$ cat src/rtl/vec3_collect_fifo.sv
// rtl/vec3_collect_fifo.sv - collects staggered x/y/z result strobes into 48-bit vectors
// and buffers them in a small FIFO with a valid/ready output and sticky fault flags.
module vec3_collect_fifo #(
    parameter int DEPTH     = 4,
    parameter int AF_MARGIN = 3
) (
    input  logic                       clk,
    input  logic                       reset,
    input  logic                       donex,
    input  logic                       doney,
    input  logic                       donez,
    input  logic [15:0]                dx,
    input  logic [15:0]                dy,
    input  logic [15:0]                dz,
    input  logic                       clr_err,
    output logic                       out_valid,
    input  logic                       out_ready,
    output logic [15:0]                out_x,
    output logic [15:0]                out_y,
    output logic [15:0]                out_z,
    output logic [$clog2(DEPTH+1)-1:0] count,
    output logic                       almost_full,
    output logic                       overflow,
    output logic                       seq_err
);

    localparam int CW    = $clog2(DEPTH + 1);
    localparam int PW    = $clog2(DEPTH);
    localparam int AF_TH = DEPTH - AF_MARGIN;
    localparam logic [CW-1:0] FULL_C = CW'(DEPTH);

    typedef enum logic [1:0] {IDLE, HAVE_X, HAVE_XY} state_t;

    state_t        state;
    logic [15:0]   dx_held;
    logic [15:0]   dy_held;
    logic [47:0]   mem [DEPTH];
    logic [PW-1:0] wptr;
    logic [PW-1:0] rptr;

    logic          push_req;
    logic          seq_evt;
    logic          pop;
    logic          push_ok;
    logic [47:0]   push_data;
    logic [CW-1:0] count_n;
    logic [CW-1:0] remain;
    logic [PW-1:0] rptr_n;

    always_comb begin
        push_req = 1'b0;
        seq_evt  = 1'b0;
        case (state)
            IDLE:    seq_evt = doney | donez;
            HAVE_X:  seq_evt = ~doney | donex | donez;
            HAVE_XY: begin
                push_req = donez & ~doney;
                seq_evt  = ~donez | doney;
            end
            default: seq_evt = 1'b0;
        endcase
    end

    assign push_data = {dx_held, dy_held, dz};
    assign pop       = out_valid & out_ready;
    // A full FIFO still accepts a push when the head leaves on the same edge.
    assign push_ok   = push_req & ((count != FULL_C) | pop);
    assign remain    = count - CW'(pop);
    assign rptr_n    = pop ? rptr + PW'(1) : rptr;

    always_comb begin
        count_n = count;
        case ({push_ok, pop})
            2'b10:   count_n = count + CW'(1);
            2'b01:   count_n = count - CW'(1);
            default: count_n = count;
        endcase
    end

    always_ff @(posedge clk or negedge reset) begin
        if (!reset) begin
            state   <= IDLE;
            dx_held <= '0;
            dy_held <= '0;
        end else begin
            case (state)
                IDLE: begin
                    if (donex) begin
                        dx_held <= dx;
                        state   <= HAVE_X;
                    end
                end
                HAVE_X: begin
                    if (doney && !donex && !donez) begin
                        dy_held <= dy;
                        state   <= HAVE_XY;
                    end else if (donex) begin
                        dx_held <= dx;
                        state   <= HAVE_X;
                    end else begin
                        state <= IDLE;
                    end
                end
                HAVE_XY: begin
                    // Completion or fault alike: a new x restarts collection immediately.
                    if (donex) begin
                        dx_held <= dx;
                        state   <= HAVE_X;
                    end else begin
                        state <= IDLE;
                    end
                end
                default: state <= IDLE;
            endcase
        end
    end

    always_ff @(posedge clk) begin
        if (push_ok) begin
            mem[wptr] <= push_data;
        end
    end

    always_ff @(posedge clk or negedge reset) begin
        if (!reset) begin
            wptr        <= '0;
            rptr        <= '0;
            count       <= '0;
            out_valid   <= 1'b0;
            out_x       <= '0;
            out_y       <= '0;
            out_z       <= '0;
            almost_full <= (AF_TH <= 0);
            overflow    <= 1'b0;
            seq_err     <= 1'b0;
        end else begin
            if (push_ok) begin
                wptr <= wptr + PW'(1);
            end
            rptr        <= rptr_n;
            count       <= count_n;
            out_valid   <= (count_n != '0);
            almost_full <= (int'(count_n) >= AF_TH);
            // The new head is the vector being pushed when nothing else remains.
            if (count_n != '0) begin
                if (remain == '0) begin
                    {out_x, out_y, out_z} <= push_data;
                end else begin
                    {out_x, out_y, out_z} <= mem[rptr_n];
                end
            end
            overflow <= (overflow & ~clr_err) | (push_req & ~push_ok);
            seq_err  <= (seq_err & ~clr_err) | seq_evt;
        end
    end

endmodule

$ cat config.mk
export PLATFORM = sky130hd
export DESIGN_NAME = vec3_collect_fifo
export DESIGN_NICKNAME = d
export VERILOG_FILES = /design/src/rtl/vec3_collect_fifo.sv
export SDC_FILE = /design/constraint.sdc
export NUM_CORES = 1
export LEC_CHECK = 0
export ABC_CLOCK_PERIOD_IN_PS = 5900
export CORE_ASPECT_RATIO = 0.9
export CORE_MARGIN = 2
export CORE_UTILIZATION = 33
export DETAILED_ROUTE_END_ITERATION = 8
export GPL_ROUTABILITY_DRIVEN = 0
export MAX_ROUTING_LAYER = met4
export PLACE_DENSITY = 0.51
export SYNTH_ARGS = -nofsm -noshare
export SYNTH_HDL_FRONTEND = slang
export SYNTH_SLANG_ARGS = --single-unit
$ cat constraint.sdc
create_clock -name clk -period 5.9 [get_ports clk]
set_clock_uncertainty 0.1 [all_clocks]
set_input_delay 1.77 -clock clk [delete_from_list [all_inputs] [get_ports clk]]
set_output_delay 1.77 -clock clk [all_outputs]
set_load 0.05 [all_outputs]
======== Word level (Yosys, flattened, before mapping) ========
Memories as Yosys holds them, arrays and structs flattened.
Cells that the tools add are included.
operators by class
  add/sub/neg operators ................... 5
  magnitude comparators ................... 1
  equal/unequal tests ..................... 7
  mux-type cells .......................... 16
  bitwise logic cells ..................... 17
  reductions and logical operators ........ 11
operator list
  kind                 count
  $mux 16              5
  $pmux 16 s2          1
  $or 1x1->1           7
  $and 1x1->1          6
  $mux 2               3
  $pmux 2 s3           1
  $pmux 3 s2           1
  $add 2x1->2 const B  2
  $eq 2x1->1 const B   2
  $eq 2x2->1 const B   2
  $mux 1               4
  $ne 2x2->1 const B   2
  $not 1->1            4
  $reduce_and 2->1     2
  $add 3x1->3 const B  1
  $ge 3x1->1 const B   1
  $logic_not 3->1      1
  $ne 3x3->1 const B   1
  $pmux 1 s3           1
  $reduce_bool 3->1    1
  $sub 3x1->3          1
  $sub 3x1->3 const B  1
  $logic_and 1x1->1    2
  $logic_not 1->1      2
  other kinds (3)      3
word-level totals
  register bits after elaboration ......... 93
  RAM bits ................................ 192
  input bits .............................. 55
  memories kept ........................... 1
memories
  memory  depth  bits a word  read ports  clocked after memory_dff  write ports  line  RTL
  mem     4      48           1           0                         1            37    logic [47:0] mem [DEPTH];

======== Logic depth before layout (Yosys ltp) ========
  word-level depth ........................ 7
  mapped depth ............................ 12
  mapped depth without buffers ............ 10

======== Worst setup path after synthesis ========
No wires, ideal clock.
  path type ............................... in2reg
  from .................................... in doney
  to ...................................... mem mem[0][0], enable pin
  arrival time ............................ 3.629 ns
  data required time ...................... 5.390 ns
  slack ................................... 1.760 ns
  stages on the path ...................... 3
  path buffers ............................ 0
  path through ............................ nand4bb_4 > a31oi_1 > and2_1
between the ends
  cells in the longest elaborated chain, start to end .. 6
RTL lines
  item                          line  RTL
  start: declaration            10    input logic doney,
  $not 1->1                     57    push_req = donez & ~doney;
  $and 1x1->1                   57
  $mux 1                        53    case (state)
  $and 1x1->1                   67    assign push_ok = push_req & ((count != FULL_C) | pop);
  $mux 1                        119   if (push_ok) begin
  $mux 1 (not written as such)  120   mem[wptr] <= push_data;
  end: declaration              37
No other way between the ends.

======== Final worst setup path ========
  from .................................... in out_ready
  to ...................................... reg out_z[11]
between the ends
  cells in the longest elaborated chain, start to end .. 6
RTL lines
  item                                             line  RTL
  start: declaration                               17    input logic out_ready,
  $and 1x1->1 (*)                                  65    assign pop = out_valid & out_ready;
  $or 1x1->1                                       67
  $and 1x1->1                                      67
  $eq 2x1->1 / $eq 2x2->1 (equally long branches)  73    case ({push_ok, pop})
  $pmux 3 s2                                       73
  $reduce_bool 3->1                                145   if (count_n != '0) begin
  end signal: assignment                           147   {out_x, out_y, out_z} <= push_data;
  end signal: assignment                           149   {out_x, out_y, out_z} <= mem[rptr_n];
  end: declaration                                 20    output logic [15:0] out_z,
Mark *: on every way between the ends. The rest lies on a longest branch, timed or not.
A chain may end at the register's enable or synchronous reset.

==> results.json <==
{
  "outcome": "completed",
  "period_share_pct": 76.8,
  "max_cap_viol_count": 0,
  "setup_tns_ps": 0,
  "synth_edf_count": 192,
  "synthesis.area_um2": 11600,
  "synth_seq_cells": 285,
  "rows": 65,
  "vias": 7261,
  "async_flop_share_pct": 32.6,
  "cp_max_fo": 22,
  "grt_pass1_wl_mm": 45.4,
  "dp_worst_setup_slack_ps": 843,
  "fin_util_pct": 40.7,
  "p_total_mw": 8.11,
  "cts_resized": 0,
  "htree_levels": 1,
  "fmax_mhz": 221,
  "drt_first_pass_iters": 4,
  "maxSlewHeadroom_pct": 19.1,
  "fin_crit_ps": 4530,
  "first_global_vias": 7226,
  "crit_arrival_ps": 4910,
  "min_from": "seq_err$_DFF_PN0_",
  "cts.reportedPaths.clkPinSlew_ps": 60,
  "ys.flop_type": "edfxtp_1",
  "drc": 0,
  "vias_per_cell": 5.30,
  "drive_gt1_share_pct": 12.4,
  "clock_latency_ps": 540,
  "yosysTopAreaCell": "edfxtp_1",
  "synth.distinct_cells": 41,
  "cts_buffers": 30,
  "dp_cells": 1314,
  "crit_top_cell": "inv_1",
  "pwr_density_cell_nw_per_um2": 572,
  "worst_r2r_endpoint": "out_z[11]$_DFFE_PN0P_",
  "switching_share_pct": 38.6,
  "ir_worst_vdd_mv": 0.264,
  "root_buffer": "clkbuf_16",
  "place_hpwl_mm": 15.7,
  "synth_top_cells_by_area": "edfxtp_1, dfrtp_1, o32a_1, a311oi_1, a211oi_1",
  "final_area_um2": 14200,
  "power_frac_comb_pct": 43.3,
  "reg2reg_slack_ps": 2650,
  "avgSynthCellArea_um2": 14.7,
  "path_cells": "clkdlybuf4s50_1 -> nand2_1 -> inv_1 -> and2_4 -> inv_1 -> fa_1 -> and2_1 -> o2111ai_1 -> nand2_2 -> nor2_4 -> buf_4 -> o32a_1",
  "crit_type": "in -> reg",
  "nNetsFinal": 938,
  "syn2layout_area_growth_pct": 22.7,
  "grt_use_total_pct": 16.4,
  "placed_area_um2": 13200,
  "die_area_um2": 36500,
  "portBuffers": 109,
  "boundaryPins": 110,
  "cts_hold_buf": 0,
  "fin_ws_ps": 1370,
  "setup_violations": 0,
  "hold_class": "reg -> reg",
  "core_area_um2": 34800,
  "insertedDiodeCount": 0,
  "start_util_pct": 33.2,
  "cp_top_family": "buffers and inverters",
  "layout_common_cells": "edfxtp_1, clkdlybuf4s50_1, dfrtp_1",
  "power_switching_mw": 3.13,
  "yosysSeqAreaShare_pct": 70.0,
  "cp_data_required_time_ps": 6280,
  "rsz0062_at_grt": "false",
  "min_path_cells": 2,
  "cts_tree": "built",
  "final_common_cell": "edfxtp_1",
  "totalWireLength_mm": 29.4,
  "die_y_um": 182,
  "worst_path_largest_cell_delay_ps": 540,
  "antenna_left": 0,
  "worst_pin_slew_ps": 1210,
  "intPower_mw": 4.97,
  "syn_inst": 788,
  "rr_worst_depth": 11,
  "post_cts_buffers": 0,
  "grt_overflow": 0,
  "cp_num_buf_inv": 4,
  "cellLeakagePower_nw": 5.35,
  "grt_max_degree": 98,
  "drt-initial-drc-count": 362,
  "antenna_found_initial": 0,
  "cp-start-kind": "input port",
  "holdPathEnd": "seq_err$_DFF_PN0_",
  "yosysTopAreaCellShare_pct": 49.9,
  "fin_hold_ws_ps": 420,
  "power_frac_seq_pct": 33.5,
  "hold_viol_final": 0,
  "syn_nets": 849,
  "maxSlewViolCount": 0,
  "synth_warnings": 0,
  "clockPowerShare_pct": 23.1,
  "wl_per_cell_um": 21.5,
  "clock-sinks": 285,
  "crit_path_end_kind": "register",
  "r2r_start": "out_valid$_DFF_PN0_",
  "cts_buffer_depth": 3,
  "cp_num_cells": 12,
  "die_x_um": 201,
  "cp_slowest_cell": "clkdlybuf4s50_1",
  "final_cell_count_no_fill": 1370
}
==> kinds of logic after synthesis <==
family | after synthesis | synth area share, %
muxes | 33 | 3.20
and+or+nand+nor | 173 | 7.98
xor gates and xnor gates | 4 | 0.368
AOI/OAI and AO/OA | 207 | 14.9
buffers and inverters | 80 | 2.78
adders and majority gates | 6 | 0.715
DFF | 285 | 70.0
==> synthesized netlist by cell type, types with 5 or more instances <==
cell        n
edfxtp_1  192
dfrtp_1    93
clkbuf_1   52
nand2_1    52
nand3_1    50
a211oi_1   49
and3_1     49
a21o_1     48
a311oi_1   48
o32a_1     48
mux2_2     32
buf_2      13
inv_1       9
and2_1      6
nor2_1      6
ha_1        5
==> power groups by stage <==
| stage | Sequential, mW | Clock, mW | Combinational [mW] |
|---|---|---|---|
| final | 2.72 | 1.87 | 3.51 |
| after global routing | 2.75 | 1.99 | 3.77 |
| after CTS | 2.72 | 1.92 | 3.54 |
| after detailed placement | 2.76 | 0 | 3.53 |
| after global placement | 2.77 | 0 | 3.49 |
| after floorplan | 3.29 | 0 | 1.85 |
==> worst register-to-register path: stages, from the launching register on <==
cell       delay (ps)
dfrtp_1           460
nand2_1           150
inv_1             170
and2_4            210
inv_1              60
fa_1              480
and2_1            210
o2111ai_1         200
nand2_2           330
nor2_4            250
buf_4             340
o32a_1            230
==> per-layer routing <==
layer | up-vias | GRT usage [%] | share of wire (%)
met5 | - | - | 0
met4 | 0 | 3.74 | 2.3
met3 | 43 | 2.05 | 3.8
met2 | 160 | 25.2 | 46
met1 | 3752 | 23.4 | 47
li1 | 3306 | - | -
==> worst max path at each step <==
stage                            endpoint       from
floorplan             mem[0][0]$_DFFE_PP_      doney
global placement     out_z[7]$_DFFE_PN0P_  out_ready
detailed placement  out_z[11]$_DFFE_PN0P_  out_ready
CTS                 out_z[11]$_DFFE_PN0P_  out_ready
global route        out_y[14]$_DFFE_PN0P_  out_ready
finish              out_z[11]$_DFFE_PN0P_  out_ready
==> flip-flops by register name (all words and copies together) (netlist names) <==
name and count:
out_valid 1, count 3, dy_held 16, out_z 16, seq_err 1, state 2
out_x 16, wptr 2, out_y 16, rptr 2, overflow 1, dx_held 16
almost_full 1, mem 192
==> area by class of cell <==
cell class,count,area [um2]
well taps,469,587
repair buffers,128,1280
clock inverters,8,68.8
flip-flops and latches,285,8090
multi-input cells,423,3190
inverters,9,33.8
fillers,3312,20600
clock buffers,48,930
Power figures use the tool's default switching activity.
